<file path="src/rtl/mem_update_ctrl_if.sv">
// Bus bundle for mem_update_ctrl.
//   upd_*     : byte-stream update source (UART/JTAG loader) -> controller
//   cpu_cmd_* : VexRiscv dBus command -> controller
//   mem_*     : controller -> RAM / peripheral decode
// slave  : the controller's view.
// master : the view of the block(s) surrounding the controller.
interface mem_update_ctrl_if;
    logic        upd_valid;
    logic        upd_ready;
    logic [7:0]  upd_data;
    logic        upd_last;

    logic        cpu_cmd_valid;
    logic        cpu_cmd_ready;
    logic        cpu_cmd_wr;
    logic [31:0] cpu_cmd_addr;
    logic [31:0] cpu_cmd_data;
    logic [1:0]  cpu_cmd_size;

    logic        mem_valid;
    logic        mem_wr;
    logic [31:0] mem_addr;
    logic [31:0] mem_data;
    logic [1:0]  mem_size;

    modport slave (
        input  upd_valid, upd_data, upd_last,
        input  cpu_cmd_valid, cpu_cmd_wr, cpu_cmd_addr, cpu_cmd_data, cpu_cmd_size,
        output upd_ready, cpu_cmd_ready,
        output mem_valid, mem_wr, mem_addr, mem_data, mem_size
    );

    modport master (
        output upd_valid, upd_data, upd_last,
        output cpu_cmd_valid, cpu_cmd_wr, cpu_cmd_addr, cpu_cmd_data, cpu_cmd_size,
        input  upd_ready, cpu_cmd_ready,
        input  mem_valid, mem_wr, mem_addr, mem_data, mem_size
    );
endinterface

</file>
<file path="src/rtl/mem_update_ctrl.sv">
// Program-memory data-port owner. Shares the byte-enabled RAM port between the
// CPU dBus and a byte-stream image loader. An update stalls the CPU for one
// drain cycle, holds it in reset while bytes are written from address 0, keeps
// reset asserted for RESET_HOLD more cycles, then releases it.
// Ports:
//   clk, reset  : single clock, synchronous active-high reset
//   upd_start   : one-cycle request to begin an update (ignored unless idle)
//   bus         : upd_*/cpu_cmd_*/mem_* bundle (slave view)
//   cpu_reset   : OR'd into the CPU reset by the top level
//   busy        : high whenever not idle
//   upd_done    : one-cycle pulse in the final reset-hold cycle
module mem_update_ctrl #(
    parameter int MEM_ADDR_BITS = 11,
    parameter int RESET_HOLD    = 8
) (
    input  logic               clk,
    input  logic               reset,
    input  logic               upd_start,
    mem_update_ctrl_if.slave   bus,
    output logic               cpu_reset,
    output logic               busy,
    output logic               upd_done
);
    localparam int HW = (RESET_HOLD > 1) ? $clog2(RESET_HOLD) : 1;

    typedef enum logic [1:0] {IDLE, DRAIN, LOAD, HOLD} state_t;

    state_t                   state_q, state_d;
    logic [MEM_ADDR_BITS-1:0] cnt_q, cnt_d;
    logic [HW-1:0]            hold_q, hold_d;
    logic                     cpu_reset_q, cpu_reset_d;
    logic                     busy_q, busy_d;
    logic                     upd_done_q, upd_done_d;
    logic                     upd_ready_q, upd_ready_d;
    logic                     upd_hs;

    // upd_ready_q is high exactly while in LOAD, so this is the load handshake.
    assign upd_hs = bus.upd_valid & upd_ready_q;

    always_comb begin
        state_d = state_q;
        cnt_d   = cnt_q;
        hold_d  = hold_q;
        case (state_q)
            IDLE: begin
                cnt_d = '0;
                if (upd_start) state_d = DRAIN;
            end
            DRAIN: state_d = LOAD;
            LOAD: begin
                if (upd_hs) begin
                    cnt_d = cnt_q + 1'b1;   // wraps: overlong images overwrite from 0
                    if (bus.upd_last) begin
                        state_d = HOLD;
                        hold_d  = HW'(RESET_HOLD - 1);
                    end
                end
            end
            HOLD: begin
                if (hold_q == '0) begin
                    state_d = IDLE;
                    cnt_d   = '0;
                end else begin
                    hold_d = hold_q - 1'b1;
                end
            end
            default: state_d = IDLE;
        endcase

        // Status flags are registered from the next state so they line up
        // with the state they describe.
        cpu_reset_d = (state_d == LOAD) || (state_d == HOLD);
        busy_d      = (state_d != IDLE);
        upd_ready_d = (state_d == LOAD);
        upd_done_d  = (state_d == HOLD) && (hold_d == '0);
    end

    // RAM port mux: CPU passthrough when idle, loader bytes in LOAD, quiet otherwise.
    always_comb begin
        bus.cpu_cmd_ready = (state_q == IDLE);
        bus.upd_ready     = upd_ready_q;
        bus.mem_valid     = 1'b0;
        bus.mem_wr        = 1'b0;
        bus.mem_addr      = '0;
        bus.mem_data      = '0;
        bus.mem_size      = 2'd0;
        case (state_q)
            IDLE: begin
                bus.mem_valid = bus.cpu_cmd_valid;
                bus.mem_wr    = bus.cpu_cmd_wr;
                bus.mem_addr  = bus.cpu_cmd_addr;
                bus.mem_data  = bus.cpu_cmd_data;
                bus.mem_size  = bus.cpu_cmd_size;
            end
            LOAD: begin
                // Byte replicated on all lanes; size 0 selects the lane from addr[1:0].
                // Upper address bits are zero so loads never hit peripheral space.
                bus.mem_valid = upd_hs;
                bus.mem_wr    = 1'b1;
                bus.mem_addr  = {{(32-MEM_ADDR_BITS){1'b0}}, cnt_q};
                bus.mem_data  = {4{bus.upd_data}};
                bus.mem_size  = 2'd0;
            end
            default: ;
        endcase
    end

    always_ff @(posedge clk) begin
        if (reset) begin
            state_q     <= IDLE;
            cnt_q       <= '0;
            hold_q      <= '0;
            cpu_reset_q <= 1'b0;
            busy_q      <= 1'b0;
            upd_done_q  <= 1'b0;
            upd_ready_q <= 1'b0;
        end else begin
            state_q     <= state_d;
            cnt_q       <= cnt_d;
            hold_q      <= hold_d;
            cpu_reset_q <= cpu_reset_d;
            busy_q      <= busy_d;
            upd_done_q  <= upd_done_d;
            upd_ready_q <= upd_ready_d;
        end
    end

    assign cpu_reset = cpu_reset_q;
    assign busy      = busy_q;
    assign upd_done  = upd_done_q;
endmodule

</file>
<file path="src/flat_wrapper.sv">
// flat-port wrapper written by rule: the top's interface ports become plain ports
module mem_update_ctrl_flat 
#(
    parameter int MEM_ADDR_BITS = 11,
    parameter int RESET_HOLD    = 8
)
  (clk, reset, upd_start, cpu_reset, busy, upd_done, bus_upd_valid, bus_upd_data, bus_upd_last, bus_cpu_cmd_valid, bus_cpu_cmd_wr, bus_cpu_cmd_addr, bus_cpu_cmd_data, bus_cpu_cmd_size, bus_upd_ready, bus_cpu_cmd_ready, bus_mem_valid, bus_mem_wr, bus_mem_addr, bus_mem_data, bus_mem_size);
  mem_update_ctrl_if bus_i ();
  input  logic clk;
  input  logic reset;
  input  logic upd_start;
  output logic cpu_reset;
  output logic busy;
  output logic upd_done;
  input wire logic [$bits(bus_i.upd_valid)-1:0] bus_upd_valid;
  input wire logic [$bits(bus_i.upd_data)-1:0] bus_upd_data;
  input wire logic [$bits(bus_i.upd_last)-1:0] bus_upd_last;
  input wire logic [$bits(bus_i.cpu_cmd_valid)-1:0] bus_cpu_cmd_valid;
  input wire logic [$bits(bus_i.cpu_cmd_wr)-1:0] bus_cpu_cmd_wr;
  input wire logic [$bits(bus_i.cpu_cmd_addr)-1:0] bus_cpu_cmd_addr;
  input wire logic [$bits(bus_i.cpu_cmd_data)-1:0] bus_cpu_cmd_data;
  input wire logic [$bits(bus_i.cpu_cmd_size)-1:0] bus_cpu_cmd_size;
  output wire logic [$bits(bus_i.upd_ready)-1:0] bus_upd_ready;
  output wire logic [$bits(bus_i.cpu_cmd_ready)-1:0] bus_cpu_cmd_ready;
  output wire logic [$bits(bus_i.mem_valid)-1:0] bus_mem_valid;
  output wire logic [$bits(bus_i.mem_wr)-1:0] bus_mem_wr;
  output wire logic [$bits(bus_i.mem_addr)-1:0] bus_mem_addr;
  output wire logic [$bits(bus_i.mem_data)-1:0] bus_mem_data;
  output wire logic [$bits(bus_i.mem_size)-1:0] bus_mem_size;
  assign bus_i.upd_valid = bus_upd_valid;
  assign bus_i.upd_data = bus_upd_data;
  assign bus_i.upd_last = bus_upd_last;
  assign bus_i.cpu_cmd_valid = bus_cpu_cmd_valid;
  assign bus_i.cpu_cmd_wr = bus_cpu_cmd_wr;
  assign bus_i.cpu_cmd_addr = bus_cpu_cmd_addr;
  assign bus_i.cpu_cmd_data = bus_cpu_cmd_data;
  assign bus_i.cpu_cmd_size = bus_cpu_cmd_size;
  assign bus_upd_ready = bus_i.upd_ready;
  assign bus_cpu_cmd_ready = bus_i.cpu_cmd_ready;
  assign bus_mem_valid = bus_i.mem_valid;
  assign bus_mem_wr = bus_i.mem_wr;
  assign bus_mem_addr = bus_i.mem_addr;
  assign bus_mem_data = bus_i.mem_data;
  assign bus_mem_size = bus_i.mem_size;
  mem_update_ctrl #(.MEM_ADDR_BITS(MEM_ADDR_BITS), .RESET_HOLD(RESET_HOLD)) u_core (.clk(clk), .reset(reset), .upd_start(upd_start), .bus(bus_i), .cpu_reset(cpu_reset), .busy(busy), .upd_done(upd_done));
endmodule
</file>
<file path="config.mk">
export PLATFORM = sky130hd
export DESIGN_NAME = mem_update_ctrl_flat
export DESIGN_NICKNAME = d
export VERILOG_FILES = /design/src/rtl/mem_update_ctrl_if.sv /design/src/rtl/mem_update_ctrl.sv /design/src/flat_wrapper.sv
export SDC_FILE = /design/constraint.sdc
export NUM_CORES = 1
export LEC_CHECK = 0
export CAP_MARGIN = 20
export CORE_MARGIN = 3
export CORE_UTILIZATION = 34
export DETAILED_ROUTE_END_ITERATION = 16
export MAX_ROUTING_LAYER = met4
export PLACE_DENSITY = 0.89
export SETUP_SLACK_MARGIN = 0.1
export SLEW_MARGIN = 0
export SYNTH_ARGS = -nofsm -noshare
export SYNTH_HDL_FRONTEND = slang
export SYNTH_SLANG_ARGS = --single-unit
</file>
<file path="constraint.sdc">
create_clock -name clk -period 4 [get_ports clk]
set_input_delay 1.2 -clock clk [delete_from_list [all_inputs] [get_ports clk]]
set_output_delay 1.2 -clock clk [all_outputs]
set_load 0.03 [all_outputs]
</file>
==> results of run 1 <==
==> worst max-delay path, delay by kind of cell <==
family / cells / cell delay [ns]
AOI/OAI and AO/OA: 1 / 0.17
buffers and inverters: 2 / 1.14
and+or+nand+nor: 1 / 0.13
==> power groups by stage <==
stage               clock (mW)  sequential (mW)  combinational (mW)
global route             0.161            0.213               0.829
CTS                      0.154            0.212               0.787
finish                   0.153            0.212               0.786
floorplan                    0            0.224               0.446
detailed placement           0            0.216               0.787
global placement             0            0.216               0.777
==> flip-flops by register name, indices dropped and copies added, names as in the netlist <==
name	count
u_core.state_q	2
u_core.bus.upd_ready	1
u_core.busy	1
u_core.upd_done	1
u_core.cpu_reset	1
u_core.hold_q	3
u_core.cnt_q	11
==> cells in the mapped netlist, drive strengths merged, types with 3 or more instances <==
cell type / n
inv: 8
ha: 3
mux2i: 13
a21oi: 46
nor2: 17
nor3: 7
nand2: 13
and2: 25
nand2b: 34
clkbuf: 11
or3: 7
nand3: 5
dfxtp: 20
o21ai: 7
xnor2: 3
buf: 7
==> logic make-up (layout without fill, tap and decap cells) <==
group / count (synthesis) / after routing / share of synthesized area (%)
flip-flops: 20 / 20 / 23.2
AO/OA/AOI/OAI: 59 / 59 / 18.3
AND/OR/NAND/NOR: 119 / 119 / 39.7
adder cells (fa/ha/maj): 3 / 3 / 2.17
multiplexers: 14 / 14 / 8.18
buffers and inverters: 26 / 170 / 6.95
XOR/XNOR: 3 / 3 / 1.52
==> worst max-delay path by stage <==
stage / slack, ns / startpoint / cells past startpoint / to
floorplan: 0.87 / bus_upd_valid / 3 / bus_mem_valid
global placement: 0.08 / bus_upd_data[1] / 4 / bus_mem_data[9]
global route: 0.10 / bus_upd_data[0] / 4 / bus_mem_data[0]
detailed placement: 0.08 / bus_upd_data[3] / 4 / bus_mem_data[3]
finish: 0.16 / bus_upd_data[5] / 4 / bus_mem_data[21]
CTS: 0.10 / bus_upd_data[1] / 4 / bus_mem_data[17]
==> cell type report <==
class | instances | area (um2)
repair buffers | 158 | 1600
flip-flops and latches | 20 | 403
fillers | 396 | 1430
multi-input cells | 198 | 1210
inverters | 8 | 30.0
well taps | 67 | 83.8
clock buffers | 4 | 55.1
==> metrics by stage <==
step	instance area, um2	total power [mW]
final	3380	1.15
after global routing	3380	1.20
after CTS	3340	1.15
after detailed placement	3280	1.00
after global placement	3280	0.993
after floorplan	1730	0.670
==> placed cells by master (no fill, tap or decap) <==
master	instances
buf_4	5
inv_1	8
nand3b_4	1
a32oi_1	1
nand4_1	1
ha_1	3
dlygate4sd2_1	2
and4b_1	1
and2_0	1
a21bo_2	1
buf_6	1
o31ai_1	2
o2111ai_1	1
dfxtp_2	2
nand2b_1	34
or3_1	7
and3b_1	1
and2_4	1
clkdlybuf4s50_1	136
mux2i_1	13
a221oi_1	1
nor3_1	7
dlymetal6s2s_1	14
or4_1	2
and4_1	1
nor2b_1	1
and3_1	1
dfxtp_1	18
nand3_1	5
nor2_1	17
o21ai_0	7
xnor2_1	3
nand4b_1	1
a21oi_1	46
nor4b_1	1
and2_1	23
nand2_1	13
mux2_2	1
clkbuf_8	4
==> repair_timing <==
action	in CTS	in global routing
endpoints found under the hold margin	0	0
endpoints found under the setup margin	2	14
gates cloned	0	0
pin swaps	0	0
resized for setup	2	14
==> routing by layer <==
layer	up-vias	share of wire (%)
met3	10	6.5
met1	989	42
met5	-	0
met4	0	1.6
li1	1117	-
met2	90	50
==> qor.yml, run 1 <==
grt_pass1_vias: 2123
clkPwrFrac_pct: 13.3
rsz0062_at_grt: "no"
antenna_found_initial: 0
vias_per_cell: 4.85
crit_required_ns: 2.80
die_w_um: 77.3
crit_path_max_fanout: 4
slew_headroom_pct: 60.5
cp_cell_sequence: "clkdlybuf4s50_1 > nand2_1 > a21oi_1 > clkdlybuf4s50_1"
floorplan.initialDensity_pct: 35.9
cpPeakStageDelay_ns: 0.69
clock_latency_ns: 0.26
final_antenna_net_count: 0
grt_overflow: 0
hold_depth: 2
num_rows: 25
grt_max_degree: 57
whs_ns: 0.497
outcome: "complete, no violations"
antenna_cells: 0
stdcell_count: 455
ys_seq_area_share_pct: 23.2
synthToLayoutAreaGrowth_pct: 95.7
top_usage_layer: "met2"
clockBufferDepth: 2
hp-class: "reg -> reg"
arrival_ns: 2.64
postCtsHoldBufs: 0
worstHoldStart: "u_core.cnt_q[9]$_SDFFE_PP0P_"
min_to: "u_core.cnt_q[9]$_SDFFE_PP0P_"
end_kind: "primary output"
synth_edf_count: 0
worstSetupPathType: "in -> out"
drtIter0Drc: 52
cts_setup_buffers: 0
ff2ff_path_depth: 6
p_int_uw: 644
worst_ir_drop_vdd_mv: 0.223
die_area_um2: 5980
synthArstFlopShare_pct: 0
gp_congestion: 0.755
post-place-ws_ns: 0.0766
fin_setup_tns_ns: 0
synth_top_area_share_pct: 23.2
ys_seq_elements: 20
setup_viol_count_final: 0
htreeDepth: 1
synth_nets: 328
clk_pin_slew_ns: 0.07
track_usage_pct: 22.5
power_frac_comb_pct: 68.3
dr_total_vias: 2206
worst_pin_slew_ns: 0.593
grt.met3_usage_pct: 3.99
r2r-start: "u_core.state_q[1]$_SDFF_PP0_"
die_h_um: 77.3
io_pins: 154
slowest_stage: "clkdlybuf4s50_1"
grt_pass1_wl_um: 10800
grtUsageMet1_pct: 26.5
utilization_pct: 70.2
clock-root-buffer: "clkbuf_8"
p_per_area_nw_per_um2: 340
cts_made_buffers: 3
cap_viol_max_count: 0
drc: 0
drive_above_1_share_pct: 4.12
ys.flop_type: "dfxtp_1"
fin_crit_ns: 3.84
cp_common_cell: "clkdlybuf4s50_1"
rr_endpoint: "u_core.cnt_q[6]$_SDFFE_PP0P_"
syn_avg_cell_area_um2: 7.09
nets: 473
core_area_um2: 4820
power_frac_seq_pct: 18.4
p_sw_share_pct: 44.0
fin_skew_ns: 0.00471
cts_tree: "built"
synth_area_um2: 1730
fmax_mhz: 260
slew_viol_final: 0
hold_viol_final: 0
post_drt_wl_per_cell_um: 14.8
p_switching_uw: 506
synth.yosys.warnings: 0
synth.largest_area_cell: "dfxtp_1"
rrSetupSlack_ns: 1.86
synthTopCellsByArea: "dfxtp_1, a21oi_1, nand2b_1"
cts_sinks: 20
drt_pass1_iterations: 4
hpwl_um: 5260
routed_wl_um: 6750
synthDistinctLibCells: 37
port_buffers: 153
layout_setup_ws_ns: 0.159
fin_crit_sh_pct: 96.0
dp.cells: 450
netlist_instances: 244
startpoint_type: "primary input"
cellLeakagePower_nw: 1.40
use_met2_pct: 39.0
(Power assumes the default switching activity.)
==> run 2, diff against run 1 <==
--- a/config.mk
+++ b/config.mk
@@ -6,11 +6,12 @@
 export NUM_CORES = 1
 export LEC_CHECK = 0
 export CAP_MARGIN = 20
-export CORE_MARGIN = 3
-export CORE_UTILIZATION = 34
+export CELL_PAD_IN_SITES_DETAIL_PLACEMENT = 0
+export CELL_PAD_IN_SITES_GLOBAL_PLACEMENT = 1
+export CORE_UTILIZATION = 21
 export DETAILED_ROUTE_END_ITERATION = 16
 export MAX_ROUTING_LAYER = met4
-export PLACE_DENSITY = 0.89
+export PLACE_DENSITY = 0.87
 export SETUP_SLACK_MARGIN = 0.1
 export SLEW_MARGIN = 0
 export SYNTH_ARGS = -nofsm -noshare
==> qor.yml, run 2 (synthesis gave the netlist of run 1 again) <==
outcome: "complete, no violations"
arrival_ns: 2.64  # about the same
fmax_mhz: 261  # about the same
cts_sinks: 20  # unchanged
layout_commonest_cell: "clkdlybuf4s50_1"
dp.cells: 486  # +8.0%
fin_area_um2: 3410  # +0.81%
routed_wl_um: 6400  # -5.3%
stdcell_count: 490  # +7.7%
clock-root-buffer: "clkbuf_8"
slew_headroom_pct: 60.7  # +0.22 points
cts_made_buffers: 3  # unchanged
startpoint_type: "primary input"
fin_skew_ns: 0.00751  # +0.00279 ns
antenna_cells: 0  # unchanged
drc: 0  # unchanged
p_per_area_nw_per_um2: 339  # -0.19%
reg_top3: "u_core.cnt_q x11, u_core.hold_q x3, u_core.state_q x2"
fin_crit_ns: 3.84  # -0.00255 ns
cellLeakagePower_nw: 1.26  # -9.5%
clock_latency_ns: 0.26  # about the same
grt_overflow: 0  # unchanged
final_antenna_net_count: 0  # unchanged
end_kind: "primary output"
crit_required_ns: 2.80  # about the same
worst_pin_slew_ns: 0.590  # -0.00336 ns
cp_common_cell: "clkdlybuf4s50_1"
final_cell_mix: "clkdlybuf4s50_1, a21oi_1, nand2b_1"
die_h_um: 92.7  # +20%
grt_pass1_wl_um: 9870  # -8.5%
worstSetupPathType: "in -> out"
drtIter0Drc: 53  # +1.9%
antenna_found_initial: 0  # unchanged
rsz0062_at_grt: "no"
worst-path-buf-inv: 2  # unchanged
cts_tree: "built"
worst_ir_drop_vdd_mv: 0.0917  # -59%
cp_cell_sequence: "clkdlybuf4s50_1 > nand2_1 > a21oi_1 > clkdlybuf4s50_1"
rrSetupSlack_ns: 2.15  # +0.29 ns
dr_total_vias: 2190  # -0.73%
largest_reg_flops: 11  # unchanged
path_delay_family: "buffers and inverters"
hp-class: "reg -> reg"
whs_ns: 0.497  # +0.0000380 ns
io_pins: 154  # unchanged
slew_viol_final: 0  # unchanged
cap_viol_max_count: 0  # unchanged
post_drt_wl_per_cell_um: 13.1  # -12%
htreeDepth: 1  # unchanged
setup_viol_count_final: 0  # unchanged
clk_pin_slew_ns: 0.07  # about the same
die_w_um: 92.7  # +20%
clockBufferDepth: 2  # unchanged
die_area_um2: 8600  # +44%
track_usage_pct: 14.3  # -8.1 points
hpwl_um: 5000  # -5.0%
utilization_pct: 43.5  # -27 points
grt_pass1_vias: 2027  # -4.5%
port_buffers: 153  # unchanged
fin_setup_tns_ns: 0  # unchanged
hold_viol_final: 0  # unchanged
core_area_um2: 7850  # +63%
largest-register: "u_core.cnt_q"
slowest_stage: "clkdlybuf4s50_1"
cpPeakStageDelay_ns: 0.69  # about the same
synthToLayoutAreaGrowth_pct: 97.3
gp_congestion: 0.765  # +1.3%
placed_cell_area_um2: 3350  # +1.9%
drt_pass1_iterations: 4  # unchanged
drive_above_1_share_pct: 4.12  # unchanged
nets: 473  # unchanged
vias_per_cell: 4.47  # -7.8%
fin_crit_sh_pct: 96.0  # about the same
grt_max_degree: 35  # -39%
crit_path_max_fanout: 4  # unchanged
num_rows: 32  # +28%
floorplan.initialDensity_pct: 22.0  # -14 points
[run 2: power by group]
group          leakage (nW)  total, mW  switching (mW)  internal [mW]
logic                  1.07      0.775           0.418          0.357
clock network        0.0288      0.155          0.0675         0.0876
registers             0.163      0.227          0.0195          0.208
total                  1.26       1.16           0.505          0.652
[run 2: final cells by class]
cell class                      instances  area [um2]
Multi-Input combinational cell        198        1210
Sequential cell                        20         403
Fill cell                             802        4440
Inverter                                8        30.0
Clock buffer                            4        55.1
Timing Repair Buffer                  158        1590
Tap cell                              102         128
[run 2: metrics by stage]
stage | power, mW | worst slack, ns
6_report | 1.16 | 0.162
4_1_cts | 1.17 | 0.146
5_1_grt | 1.22 | 0.101
2_1_floorplan | 0.670 | 0.872
3_3_place_gp | 1.01 | 0.146
3_5_place_dp | 1.01 | 0.149
[run 2: final timing paths]
check,startpoint,end,cells after the start
max reg2reg,u_core.hold_q[0]$_SDFF_PP0_,u_core.cnt_q[8]$_SDFFE_PP0P_,6
min,u_core.hold_q[0]$_SDFF_PP0_,u_core.upd_done$_SDFF_PP0_,2
min reg2reg,u_core.hold_q[0]$_SDFF_PP0_,u_core.upd_done$_SDFF_PP0_,2
max,bus_upd_data[5],bus_mem_data[5],4
[run 2: timing repair]
item / 4_1_cts / 5_1_grt
setup buffers: 0 / 0
resized for setup: 0 / 3
endpoints found under the setup margin: 0 / 3
hold buffers: 0 / 0
[run 2: tightest hold or removal path, cell delays in order, from the launching register on]
cell and delay (ns):
dfxtp_1 0.33, nand3_1 0.07, nor4b_1 0.05
[run 2: layer usage]
| metal | share of wire, % | vias to the layer above | global-route usage, % | wire [um] |
|---|---|---|---|---|
| li1 | - | 1127 | - | - |
| met1 | 40 | 975 | 16.8 | 2560 |
| met2 | 51 | 84 | 25.3 | 3250 |
| met3 | 8.7 | 4 | 2.96 | 555 |
| met4 | 0.63 | 0 | 2.82 | 40 |
| met5 | 0 | - | - | 0 |
